### config.mk
export PLATFORM = sky130hd
export DESIGN_NAME = sqr_shift_add
export DESIGN_NICKNAME = d
export VERILOG_FILES = /design/src/rtl/sqr_pkg.sv /design/src/rtl/sqr_ctrl.sv /design/src/rtl/sqr_ctrl_chk.sv /design/src/rtl/sqr_shift_add.sv
export SDC_FILE = /design/constraint.sdc
export NUM_CORES = 1
export LEC_CHECK = 0
export BUFFER_PORTS_ARGS = -buffer_cell sky130_fd_sc_hd__buf_2
export CORE_UTILIZATION = 64
export CTS_CLUSTER_DIAMETER = 50
export CTS_CLUSTER_SIZE = 30
export DETAILED_ROUTE_END_ITERATION = 10
export PLACE_DENSITY_LB_ADDON = 0.05
export RECOVER_POWER = 25
export SYNTH_ARGS = -nofsm -noshare
export SYNTH_HDL_FRONTEND = slang
export SYNTH_SLANG_ARGS = --single-unit
### constraint.sdc
create_clock -name clk -period 6.2 [get_ports clk]
set_input_delay 0.62 -clock clk [delete_from_list [all_inputs] [get_ports clk]]
set_output_delay 0.62 -clock clk [all_outputs]
set_load 0.01 [all_outputs]
### src/rtl/sqr_pkg.sv
// Shared definitions for the shift-add squarer: FSM encodings and counter sizing.
package sqr_pkg;

    typedef enum logic [1:0] {
        S_IDLE = 2'b00,
        S_RUN  = 2'b01,
        S_DONE = 2'b10
    } state_t;

    // Width of the iteration counter that walks the N multiplier bits.
    function automatic int cnt_width(input int n);
        int w;
        w = $clog2(n);
        return (w < 1) ? 1 : w;
    endfunction

endpackage

### src/rtl/sqr_ctrl.sv
// Control path of the squarer: IDLE/RUN/DONE FSM, iteration counter and strobes.
module sqr_ctrl
    import sqr_pkg::*;
#(
    parameter int N  = 8,
    parameter int CW = cnt_width(N)
) (
    input  logic          clk,
    input  logic          rst,
    input  logic          start,
    input  logic          last,
    output logic          load,
    output logic          step,
    output logic          busy,
    output logic          done,
    output logic [CW-1:0] cnt
);

    state_t        r_state;
    logic [CW-1:0] r_cnt;
    logic          r_busy;
    logic          r_done;

    // FSM, counter and registered Moore status flags; 2'b11 falls back to IDLE.
    always_ff @(posedge clk) begin
        if (rst) begin
            r_state <= S_IDLE;
            r_cnt   <= '0;
            r_busy  <= 1'b0;
            r_done  <= 1'b0;
        end else begin
            case (r_state)
                S_IDLE: begin
                    if (start) begin
                        r_state <= S_RUN;
                        r_cnt   <= '0;
                        r_busy  <= 1'b1;
                        r_done  <= 1'b0;
                    end else begin
                        r_state <= S_IDLE;
                        r_busy  <= 1'b0;
                        r_done  <= 1'b0;
                    end
                end
                S_RUN: begin
                    if (last) begin
                        r_state <= S_DONE;
                        r_cnt   <= '0;
                        r_busy  <= 1'b0;
                        r_done  <= 1'b1;
                    end else begin
                        r_state <= S_RUN;
                        r_cnt   <= r_cnt + {{(CW-1){1'b0}}, 1'b1};
                        r_busy  <= 1'b1;
                        r_done  <= 1'b0;
                    end
                end
                S_DONE: begin
                    r_state <= S_IDLE;
                    r_busy  <= 1'b0;
                    r_done  <= 1'b0;
                end
                default: begin
                    r_state <= S_IDLE;
                    r_cnt   <= '0;
                    r_busy  <= 1'b0;
                    r_done  <= 1'b0;
                end
            endcase
        end
    end

    // Datapath strobes: load on an accepted start, step on every RUN cycle.
    always_comb begin
        load = 1'b0;
        step = 1'b0;
        if (r_state == S_IDLE) begin
            load = start;
        end else if (r_state == S_RUN) begin
            step = 1'b1;
        end else begin
            load = 1'b0;
            step = 1'b0;
        end
    end

    assign busy = r_busy;
    assign done = r_done;
    assign cnt  = r_cnt;

    sqr_ctrl_chk u_chk (
        .clk   (clk),
        .rst   (rst),
        .state (r_state),
        .done  (r_done)
    );

endmodule

### src/rtl/sqr_ctrl_chk.sv
// Property checker for the squarer controller: a done pulse must follow a RUN cycle.
module sqr_ctrl_chk
    import sqr_pkg::*;
(
    input logic   clk,
    input logic   rst,
    input state_t state,
    input logic   done
);

    // done may only be seen in the cycle right after the state was RUN.
    a_done_after_run: assert property (@(posedge clk) disable iff (rst)
        done |-> ($past(state) == S_RUN))
        else $error("sqr_ctrl_chk: done without preceding RUN");

endmodule

### src/rtl/sqr_shift_add.sv
// Sequential squarer: x*x by N shift-and-add iterations, result held in sq.
module sqr_shift_add
    import sqr_pkg::*;
#(
    parameter int N = 8
) (
    input  logic           clk,
    input  logic           rst,
    input  logic           start,
    input  logic [N-1:0]   x,
    output logic           busy,
    output logic           done,
    output logic [2*N-1:0] sq
);

    localparam int CW = cnt_width(N);

    logic [2*N-1:0] r_acc;
    logic [2*N-1:0] r_mcand;
    logic [N-1:0]   r_mplr;
    logic [2*N-1:0] r_sq;
    logic [2*N-1:0] w_acc_next;
    logic [CW-1:0]  w_cnt;
    logic           w_last;
    logic           w_load;
    logic           w_step;

    sqr_ctrl #(.N(N), .CW(CW)) u_ctrl (
        .clk   (clk),
        .rst   (rst),
        .start (start),
        .last  (w_last),
        .load  (w_load),
        .step  (w_step),
        .busy  (busy),
        .done  (done),
        .cnt   (w_cnt)
    );

    assign w_last = (w_cnt == CW'(N - 1));

    // Conditional partial-product add; the square always fits so no carry is kept.
    always_comb begin
        w_acc_next = r_acc;
        if (r_mplr[0]) begin
            w_acc_next = r_acc + r_mcand;
        end else begin
            w_acc_next = r_acc;
        end
    end

    // Shift-add datapath and result register, loaded only on the final step.
    always_ff @(posedge clk) begin
        if (rst) begin
            r_acc   <= '0;
            r_mcand <= '0;
            r_mplr  <= '0;
            r_sq    <= '0;
        end else if (w_load) begin
            r_acc   <= '0;
            r_mcand <= {{N{1'b0}}, x};
            r_mplr  <= x;
        end else if (w_step) begin
            r_acc   <= w_acc_next;
            r_mcand <= r_mcand << 1;
            r_mplr  <= r_mplr >> 1;
            if (w_last) begin
                r_sq <= w_acc_next;
            end
        end
    end

    assign sq = r_sq;

endmodule

==> results of run 1 <==
-- cell usage in the layout (no fill, tap or decap), types with 2 or more instances in the layout --
| cell | n |
|---|---|
| buf_2 | 11 |
| dfxtp_1 | 62 |
| o31ai_1 | 2 |
| nor2b_1 | 4 |
| inv_1 | 6 |
| nor3_1 | 4 |
| nand3_1 | 13 |
| a311oi_1 | 2 |
| o211ai_1 | 2 |
| a22oi_1 | 2 |
| xor2_1 | 3 |
| clkbuf_8 | 9 |
| o21ai_0 | 15 |
| nand2_1 | 62 |
| a21oi_1 | 46 |
| nor2_1 | 45 |
| clkinv_2 | 2 |
| ha_1 | 17 |
| nand2b_1 | 2 |
| a21o_1 | 8 |
| nand4_1 | 5 |
| clkinvlp_4 | 3 |
| a211oi_1 | 23 |
| o2111ai_1 | 2 |
| xnor2_1 | 5 |
| mux2i_1 | 9 |
| a31o_2 | 3 |
| a31oi_1 | 6 |
| clkbuf_1 | 18 |
| or3_1 | 8 |
| and3_1 | 6 |
-- power by group --
group | total (mW) | leakage [nW] | internal, mW | switching, mW
combinational | 0.0909 | 0.785 | 0.0307 | 0.0602
sequential | 0.424 | 0.504 | 0.411 | 0.0124
clock | 0.313 | 0.0816 | 0.145 | 0.168
-- metal layers --
metal | up-vias | track usage [%] | routed length (um)
met1 | 1396 | 39.7 | 3630
met2 | 83 | 49.6 | 3580
met5 | - | 0 | 0
li1 | 1507 | - | -
met3 | 13 | 8.78 | 397
met4 | 0 | 9.62 | 98
-- worst register-to-register path, stage by stage (launching register included) --
cell and delay (ns):
dfxtp_1 0.33, ha_1 0.22, fa_1 0.41, a21o_1 0.23, a221oi_2 0.48, o32ai_1 0.19, nor3_2 0.29, xor2_1 0.13
a2111oi_2 0.30
-- cells in the mapped netlist, drive strengths merged, types with 2 or more instances --
library cell  instances  share of area, %
dfxtp                62                38
nand2                62               7.1
a21oi                47               7.5
nor2                 45               5.1
a211oi               23               5.2
ha                   17               6.5
clkbuf               16               1.8
o21ai                16               2.5
nand3                13               2.0
mux2i                 9               2.7
a21o                  8               1.8
or3                   8               1.5
a31oi                 7               1.8
and3                  7               1.5
buf                   7               1.1
inv                   6              0.68
nand4                 5              0.95
nor3                  5              0.91
xnor2                 5               1.3
a31o                  4               1.3
nor2b                 4              0.76
xor2                  3              0.80
a22oi                 2              0.46
a311oi                2              0.53
nand2b                2              0.38
o2111ai               2              0.53
o211ai                2              0.46
o31ai                 2              0.46
-- worst max path at each step --
| stage | startpoint | depth (start not counted) | to |
|---|---|---|---|
| 5_1_grt | r_mcand[0] | 8 | sq[14] |
| 3_5_place_dp | rst | 5 | r_acc[8] |
| 3_3_place_gp | rst | 5 | r_acc[8] |
| 2_1_floorplan | r_acc[0] | 8 | sq[14] |
| 6_report | r_acc[0] | 8 | sq[14] |
| 4_1_cts | r_acc[0] | 8 | sq[14] |
-- state kept, by name, summed over array words and instances (netlist names) --
register / cells
r_acc: 16
r_mcand: 16
r_mplr: 8
sq: 16
u_ctrl.cnt: 3
u_ctrl.done: 1
u_ctrl.r_state: 2
-- layout make-up --
cell class	instances	area, um2
Inverter	7	26.3
Sequential cell	62	1240
Multi-Input combinational cell	315	1930
Clock inverter	7	50.0
Clock buffer	9	124
Tap cell	67	83.8
Timing Repair Buffer	30	130
Fill cell	405	1260
-- stage by stage --
step / total power [mW] / util, % / instances / cell area [um2]
after global routing: 0.859 / 74.0 / 497 / 3590
after CTS: 0.831 / 74.5 / 497 / 3610
after detailed placement: 0.523 / 70.9 / 481 / 3440
after floorplan: 0.499 / - / 407 / 3300
after global placement: 0.519 / 70.9 / 481 / 3440
final: 0.828 / 74.0 / 497 / 3590
-- cells by family after synthesis --
family,synth area share [%]
flops,37.7
mux,2.73
buf+inv,3.68
simple gates,21.7
fa+ha+maj,7.06
compound gates,25.1
xor+xnor,2.13
==> impl_results.md, run 1 <==
* Crit share post-route at 43.2%
* Layout cells sized above 1 at 9.30%
* Vias in the first global route at around 2600
* Worst path top cell family by delay: compound AO/OA/AOI/OAI gates
* Hold_sp: r_mplr[6]
* Predominant post-synthesis flop cell: dfxtp_1
* Reg-to-Reg End: sq[14]
* Final ANT Viol Nets at 0
* Final WS setup at 3.52 ns
* Wirelength per Cell at 15.5 um
* Power Density at approximately 230 nW/um2
* DIE AREA at 5440 um2
* RSZ-0062 raised after global routing: no
* Synth warnings at 0
* Critical-path top delay cell: a221oi_2
* Detailed Routing Iterations Pass 1 at 5
* N_diodes at 0
* Vias per cell at 6.03
* Post-cts resize count at 0
* WS Path Type: reg -> reg
* Hold Path End: r_mplr[5]
* GRT Util Overall at 30.8%
* Placed wire-length estimate at between 5 and 6 mm
* CP cell instances: ha_1 > fa_1 > a21o_1 > a221oi_2 > o32ai_1 > nor3_2 > xor2_1 > a2111oi_2
* Pre-CTS setup slack at 3.36 ns
* Gr ovfl total at 0
* Reg2reg path depth at 8
* Async SR Flop Fraction at 0%
* Initial antenna violation count at 0
* Critical Path AT at 2.93 ns
* Hold WS at 0.464 ns
* Worst Path Max Fanout at 5
* DIE WIDTH at 73.8 um
* Max_cap viols at 0
* Register area share after synthesis at ~38%
* Hold path depth at 2
* Largest net degree at the start of global routing at 37
* Core box area at 4850 um2
* WP data required at 6.45 ns
* Starting Density at 68.0%
* DR DRC count at 0
* IO buf count at 28
* Buf/Inv on CP at 0
* Worst-Margin Slew at 1.02 ns
* Die span in y at 73.8 um
* EDFF count, synth at 0
* Final min period at about 2.7 ns
* Netlist cell types at 53
* IO Count at 29
* First-pass GRT wire length at 12.3 mm
* #FFs+latches synth at 62
* R2r setup slk at between 3 and 4 ns
* Row count at 25
* DR vias at around 3000
* NumNets Final at ~450
* Worst setup SP type: flip-flop
* Routability cong. at 0.845
* CP endpoint kind: flip-flop
* Initial DRC count at 213
* Root buffer cell: clkbuf_8
* Avg Cell Area, Syn at 8.10 um2
* WL final at 7.71 mm
* Slew HR at approximately a third
* Cts bufs inserted at 9
* Clk buf depth at 2
* VDD IR max at 0.187 mV
* Worst reg2reg path startpoint: r_acc[0]
* Post-cts hold buffer count at 0
* Slew Limit Fails at 0
* Post-synth net total at 436
* H-tree Lvls at 3
* Status: finished, final reports clean
* Clk pin slew, worst setup/hold paths at about 0.08 ns
* P&R area growth vs syn at 8.88%
* Clock tree sinks at between 60 and 70
* Worst hold path class: reg -> reg
* Setup-failing EPs final at 0
* CTS tree: built
* Setup TNS after final layout at 0 ns
* CP max stage delay at 0.48 ns
* Post-CTS Setup Inserts at 0
* Leak at between 1 and 1.5 nW
* Fmax at 373 MHz
* Mapped cell area at 3300 um2
* Max Clock Skew at between 0.008 and 0.009 ns
* Syn Inst Count at between 400 and 500
* Endpoints failing hold at 0
* Worst skew pair latency at 0.35 ns
No activity file was read; power rests on OpenSTA's default activity.
==> run 2, diff against run 1 <==
Settings changed: CORE_UTILIZATION 64 to 59.
Clock period 6.2 ns to 2.47 ns, I/O delays scaled along.
==> run 2 against run 1 <==
  * Core utilization is 2.2 points lower
  * Sequential power is 150% higher
  * Worst hold slack worse by 0.29 ns
  * Sequential cell count stayed put
  * Maximum frequency is 12% higher
  * Die area is 8.2% higher
  * Via count is 1.4% higher
  * Critical path depth stayed put
  * Setup slack worse by 3.4 ns
  * Global-route usage is 1.0 points lower
  * Sequential share of layout area is 1.5 points lower
  * Cell area is 4.9% higher
  * Critical endpoint unchanged
==> impl_results.md, run 2 (same netlist as run 1, synthesis figures left out) <==
* Status: finished, final reports clean (unchanged)
* Max_cap viols at 0 (unchanged)
* Worst skew pair latency at 0.35 ns (about the same)
* Max Clock Skew at 0.00840 ns (was 0.00849 ns)
* Placed wire-length estimate at 5.60 mm (was 5.38 mm)
* Endpoints failing hold at 0 (unchanged)
* Hold_sp: x[0] (was r_mplr[6])
* Clk pin slew, worst setup/hold paths at 0.07 ns (was 0.08 ns)
* Final min period at 2.39 ns (was 2.68 ns)
* Final core utilization at 71.9% (was 74.0%)
* Vias in the first global route at 2839 (was 2597)
* Wirelength per Cell at 15.5 um (about the same)
* Worst-Margin Slew at 0.753 ns (was 1.02 ns)
* Fmax at 418 MHz (was 373 MHz)
* Setup-failing EPs final at 0 (unchanged)
* Layout cells sized above 1 at 13.5% (was 9.30%)
* DR vias at 3041 (was 2999)
* DR DRC count at 0 (unchanged)
* N_diodes at 0 (unchanged)
* Commonest non-fill, non-tap cell in the layout: nand2_1
* GRT Util Overall at 29.8% (was 30.8%)
* Vias per cell at 5.89 (was 6.03)
* Die span in y at 76.7 um (was 73.8 um)
* Crit. Startpoint: r_mcand[0] (was r_acc[0])
* Worst reg2reg path startpoint: r_mcand[0] (was r_acc[0])
* NumNets Final at 470 (was 454)
* DIE AREA at 5890 um2 (was 5440 um2)
* WP data required at 2.71 ns (was 6.45 ns)
* Clock tree sinks at 62 (unchanged)
* First-pass GRT wire length at 13.6 mm (was 12.3 mm)
* DIE WIDTH at 76.7 um (was 73.8 um)
* Worst Path Max Fanout at 3 (was 5)
* Routability cong. at 0.898 (was 0.845)
* Final WS setup at 0.0769 ns (was 3.52 ns)
* Clk buf depth at 2 (unchanged)
* Initial antenna violation count at 0 (unchanged)
* Crit share post-route at 96.9% (was 43.2%)
* Slew HR at 49.7% (was 32.1%)
* Slew Limit Fails at 0 (unchanged)
* CP endpoint kind: flip-flop (unchanged)
* Power Density at 573 nW/um2 (was 231 nW/um2)
* Cts bufs inserted at 9 (unchanged)
* IO Count at 29 (unchanged)
* Critical Path AT at 2.63 ns (was 2.93 ns)
* Initial DRC count at 213 (unchanged)
* WL final at 8.02 mm (was 7.71 mm)
* Leak at 1.45 nW (was 1.37 nW)
* Row count at 26 (was 25)
* Worst setup SP type: flip-flop (unchanged)
* Pre-CTS setup slack at 0.0625 ns (was 3.36 ns)
* H-tree Lvls at 3 (unchanged)
* IO buf count at 28 (unchanged)
* Largest net degree at the start of global routing at 36 (was 37)
* Leading cell types in the layout, fill and taps excluded: 62 x nand2_1, 60 x dfxtp_1, 46 x a21oi_1 (was 62 x nand2_1, 62 x dfxtp_1, 46 x a21oi_1)
* Starting Density at 62.9% (was 68.0%)
* VDD IR max at 0.516 mV (was 0.187 mV)
* CTS tree: built (unchanged)
* RSZ-0062 raised after global routing: yes (was no)
* Post-cts hold buffer count at 0 (unchanged)
* Final ANT Viol Nets at 0 (unchanged)
* Gr ovfl total at 0 (unchanged)
* FILL cells at 442 (was 405)
* Core box area at 5240 um2 (was 4850 um2)
* Detailed Routing Iterations Pass 1 at 4 (was 5)
* P&R area growth vs syn at 14.2% (was 8.88%)
* Total Power at 2.15 mW (was 0.828 mW)
* Worst hold path class: in -> reg (was reg -> reg)
* WS Path Type: reg -> reg (unchanged)
* Root buffer cell: clkbuf_8 (unchanged)
[run 2: changes by cell type in the layout (fill, tap and decap cells not counted), sizes merged]
| cell | previous run | this run |
|---|---|---|
| buf | 12 | 28 |
| clkbuf | 27 | 30 |
| clkinv | 4 | 2 |
| inv | 7 | 6 |
[run 2: final cells by class]
cell class              count  area [um2]  share of cell area (%)
clock buffers              12         155                    4.12
inverters                   7        26.3                   0.698
well taps                  70        87.6                    2.33
multi-input cells         315        1970                    52.3
clock inverters             4        31.3                   0.831
flip-flops and latches     62        1240                    33.0
repair buffers             46         253                    6.72
[run 2: worst max-delay path, stage by stage, from the launching register on]
cell       delay (ns)
dfxtp_2          0.35
ha_4             0.16
fa_2             0.35
a21o_1           0.21
a221oi_4         0.32
o32ai_2          0.14
nor3_2           0.27
xor2_1           0.12
a2111oi_2        0.36
[run 2: metal layers]
metal	global-route usage, %	vias up	routed length, um
met2	46.3	94	3590
met3	7.98	6	523
met4	11.0	0	77
met5	0	-	0
li1	-	1534	-
met1	39.4	1407	3840
[run 2: worst paths after layout]
kind / to / slack, ns / cells past startpoint
setup reg to reg: sq[14] / 0.08 / 8
setup / recovery: sq[14] / 0.08 / 8
hold / removal: r_mcand[0] / 0.18 / 3
hold reg to reg: r_mplr[7] / 0.46 / 2
[run 2: repair_timing]
action	in CTS	in global routing
hold endpoints to repair	0	0
setup buffers	0	3
gates resized for setup	0	7
endpoints found under the setup margin	0	5
[run 2: where the power goes]
group	switching, mW	internal [mW]	total [mW]
clock	0.416	0.420	0.837
combinational	0.165	0.0921	0.257
sequential	0.0285	1.03	1.06
total	0.610	1.54	2.15
[run 2: stage by stage]
| stage | TNS, ns | cell area [um2] | hold WS (ns) | std cells |
|---|---|---|---|---|
| after floorplan | 0 | 3300 | 0.406 | 407 |
| after global placement | 0 | 3540 | 0.447 | 497 |
| after detailed placement | 0 | 3540 | 0.451 | 497 |
| after CTS | 0 | 3730 | 0.165 | 513 |
| after global routing | -0.0416 | 3760 | 0.178 | 516 |
| final | 0 | 3760 | 0.175 | 516 |
==> run 3, diff against run 2 <==
Settings changed: ABC_AREA set to 1, CORE_UTILIZATION 59 to 60.
==> run 3 against run 2 <==
  * Non-clock buffer count shrank 15
  * Critical path depth shrank 1
  * Clock skew is essentially flat
  * Setup slack gained 0.34 ns
  * Sequential cell count is the same
  * Global-route usage shrank 0.83 points
  * First-iteration DRC count grew 26%
  * Clock power grew 9.8%
  * Count of clock-buffer cells in the layout shrank 1
  * Area after synthesis grew 5.4%
  * Largest power group unchanged
==> impl_results.md, run 3 <==
* Crit share post-route at 83.1% (was 96.9%)
* Die span in y at 78.1 um (was 76.7 um)
* CP max stage delay at 0.56 ns (was 0.36 ns)
* Most used cell, CP: inv_1
* Critical Path AT at 2.33 ns (was 2.63 ns)
* Synth area leader: dfxtp_1 (unchanged)
* Initial antenna violation count at 0 (unchanged)
* Starting Density at 62.7% (was 62.9%)
* CTS tree: built (unchanged)
* Largest family of logic cells by synthesized area: simple AND/OR/NAND/NOR gates (was compound AO/OA/AOI/OAI gates)
* IO Count at 29 (unchanged)
* Avg Cell Area, Syn at 6.61 um2 (was 8.10 um2)
* Post-CTS Setup Inserts at 0 (unchanged)
* Post-cts hold buffer count at 0 (unchanged)
* H-tree Lvls at 3 (unchanged)
* Setup TNS after final layout at 0 ns (unchanged)
* Cts bufs inserted at 9 (unchanged)
* Vias per cell at 5.30 (was 5.89)
* FILL cells at 520 (was 442)
* Worst hold path class: in -> reg (unchanged)
* Mapped cell area at 3470 um2 (was 3300 um2)
* DIE AREA at 6100 um2 (was 5890 um2)
* XOR/XNOR share of the synthesized area at 0.252% (was 2.13%)
* Row count at 27 (was 26)
* Core box area at 5540 um2 (was 5240 um2)
* DR vias at 3331 (was 3041)
* First-pass GRT wire length at 13.8 mm (was 13.6 mm)
* Leading cell types in the layout, fill and taps excluded: 165 x nand2_1, 76 x inv_1, 62 x dfxtp_1 (was 62 x nand2_1, 60 x dfxtp_1, 46 x a21oi_1)
* Final ANT Viol Nets at 0 (unchanged)
* N_diodes at 0 (unchanged)
* Detailed Routing Iterations Pass 1 at 5 (was 4)
* Synth warnings at 0 (unchanged)
* Largest net degree at the start of global routing at 36 (unchanged)
* Setup-failing EPs final at 0 (unchanged)
* Simple-Gate Fraction of Synth Area at 31.1% (was 21.7%)
* NumNets Final at 580 (was 470)
* Power Density at 600 nW/um2 (was 573 nW/um2)
* Status: finished, final reports clean (unchanged)
* Clk pin slew, worst setup/hold paths at 0.07 ns (about the same)
* Worst setup SP type: flip-flop (unchanged)
* Register area share after synthesis at 35.7% (was 37.7%)
* EDFF count, synth at 0 (unchanged)
* Fmax at 487 MHz (was 418 MHz)
* GRT Util Overall at 28.9% (was 29.8%)
* Worst Path Max Fanout at 35 (was 3)
* Adder-Cell Fraction of Synth Area at 6.70% (was 7.06%)
* Syn Inst Count at 526 (was 407)
* WL final at 7.98 mm (was 8.02 mm)
* Leak at 1.94 nW (was 1.45 nW)
* Reg2reg path depth at 7 (was 8)
* VDD IR max at 0.401 mV (was 0.516 mV)
* Vias in the first global route at 2974 (was 2839)
* Total Power at 2.29 mW (was 2.15 mW)
* Wirelength per Cell at 12.7 um (was 15.5 um)
* Endpoints failing hold at 0 (unchanged)
* Commonest non-fill, non-tap cell in the layout: nand2_1 (unchanged)
* Critical path capture point: r_mcand[7] (was sq[14])
* Initial DRC count at 269 (was 213)
* Slew Limit Fails at 0 (unchanged)
* Max Clock Skew at 0.00867 ns (was 0.00840 ns)
* Routability cong. at 0.915 (was 0.898)
* Predominant post-synthesis flop cell: dfxtp_1 (unchanged)
* Final core utilization at 68.9% (was 71.9%)
* Clock tree sinks at 62 (unchanged)
* CP cell instances: inv_1 > nor2_8 > clkbuf_2 > nor2_2 > inv_1 > o21ai_0 > a31oi_1 (was ha_4 > fa_2 > a21o_1 > a221oi_4 > o32ai_2 > nor3_2 > xor2_1 > a2111oi_2)
* Synth Area in Compound Gates at 14.7% (was 25.1%)
* Critical-path top delay cell: clkbuf_2 (was a2111oi_2)
* Worst reg2reg path startpoint: u_ctrl.r_state[0] (was r_mcand[0])
* P&R area growth vs syn at 9.94% (was 14.2%)
* Top cells by count, synth: 165 x nand2_1, 75 x inv_1, 62 x dfxtp_1, 44 x a21oi_1, 36 x nand3_1 (was 62 x dfxtp_1, 62 x nand2_1, 46 x a21oi_1, 45 x nor2_1, 23 x a211oi_1)
* Max_cap viols at 0 (unchanged)
* DIE WIDTH at 78.1 um (was 76.7 um)
* CP endpoint kind: flip-flop (unchanged)
* Post-cts resize count at 0 (unchanged)
* Async SR Flop Fraction at 0% (unchanged)
* Post-synth net total at 555 (was 436)
* IO buf count at 28 (unchanged)
* Worst-Margin Slew at 0.757 ns (was 0.753 ns)
* Root buffer cell: clkbuf_8 (unchanged)
* Clk buf depth at 2 (unchanged)
* Final min period at 2.05 ns (was 2.39 ns)
* RSZ-0062 raised after global routing: no (was yes)
* R2r setup slk at 0.42 ns (was 0.08 ns)
* Reg-to-Reg End: r_mcand[7] (was sq[14])
* Post-synthesis mux area share at 0.288% (was 2.73%)
* Top-area cell type share of the netlist area at 35.7% (was 37.7%)
* Worst skew pair latency at 0.35 ns (about the same)
* Most frequent cell after synthesis: nand2_1
* Crit. Startpoint: u_ctrl.r_state[0] (was r_mcand[0])
* Slew HR at 49.5% (was 49.7%)
* WS Path Type: reg -> reg (unchanged)
* Netlist cell types at 33 (was 53)
* Layout cells sized above 1 at 7.01% (was 13.5%)
* DR DRC count at 0 (unchanged)
* Gr ovfl total at 0 (unchanged)
* Main area contributors after synthesis: dfxtp_1 36%, nand2_1 18%, inv_1 8.1%, a21oi_1 6.3%, ha_1 6.1% (was dfxtp_1 38%, nand2_1 7.1%, a21oi_1 7.0%, ha_1 6.5%, a211oi_1 5.2%)
* Placed wire-length estimate at 5.68 mm (was 5.60 mm)
* #FFs+latches synth at 62 (unchanged)
* WP data required at 2.75 ns (was 2.71 ns)
==> run 3: cell count changes in the layout (fill, tap and decap cells not counted), sizes merged, moves of 8 or more <==
cell and change:
nand2 +104, inv +74, a211oi -23, nand3 +23, buf -16, o21ai +15
nor2 -9, a21o -8, mux2i -8, or3 -8
==> run 3: where the power goes <==
| part | switching [mW] | internal [mW] |
|---|---|---|
| Combinational | 0.198 | 0.0979 |
| Clock | 0.425 | 0.494 |
| Sequential | 0.0346 | 1.04 |
| Total | 0.658 | 1.63 |
==> run 3: worst min path at each step <==
stage                              from       endpoint  slack (ns)  depth (start not counted)
after floorplan                    x[7]      r_mplr[7]        0.42                          2
after global placement    u_ctrl.cnt[1]  u_ctrl.cnt[1]        0.45                          2
after detailed placement      r_mplr[4]      r_mplr[3]        0.46                          2
after CTS                          x[0]     r_mcand[0]        0.18                          3
after global routing               x[0]     r_mcand[0]        0.22                          3
final                              x[0]     r_mcand[0]        0.19                          3
==> run 3: layer usage <==
layer  vias up  global-route usage, %  routed length, um
met1      1530                   41.3               3990
met2        75                   43.4               3450
li1       1715                      -                  -
met3        11                   5.12                430
met4         0                   10.7                112
met5         -                      0                  0
==> run 3: logic make-up after synthesis <==
kind of cell	after synthesis
DFF	62
adders and majority gates	18
xor gates and xnor gates	1
and+or+nand+nor	252
buffers and inverters	98
AOI/OAI and AO/OA	94
muxes	1
==> run 3: area by class of cell <==
cell class / count / area, um2 / share of cell area (%)
Clock buffer: 11 / 141 / 3.70
Clock inverter: 5 / 58.8 / 1.54
Multi-Input combinational cell: 366 / 1840 / 48.3
Timing Repair Buffer: 31 / 138 / 3.60
Sequential cell: 62 / 1240 / 32.5
Tap cell: 72 / 90.1 / 2.36
Inverter: 81 / 307 / 8.02
==> run 3: critical path: cells and delay by family (launching register included) <==
| kind | cells | cell delay, ns |
|---|---|---|
| buf+inv | 3 | 1.05 |
| flops | 1 | 0.39 |
| compound gates | 2 | 0.32 |
| simple gates | 2 | 0.21 |
==> run 3: through the flow <==
stage                     hold WS (ns)  setup WS, ns  instances  area (um2)
after floorplan                  0.416         0.743        526        3470
after global placement           0.452         0.643        612        3640
after detailed placement         0.457         0.572        612        3640
after CTS                        0.177         0.548        628        3840
after global routing             0.216         0.200        628        3820
final                            0.195         0.418        628        3820
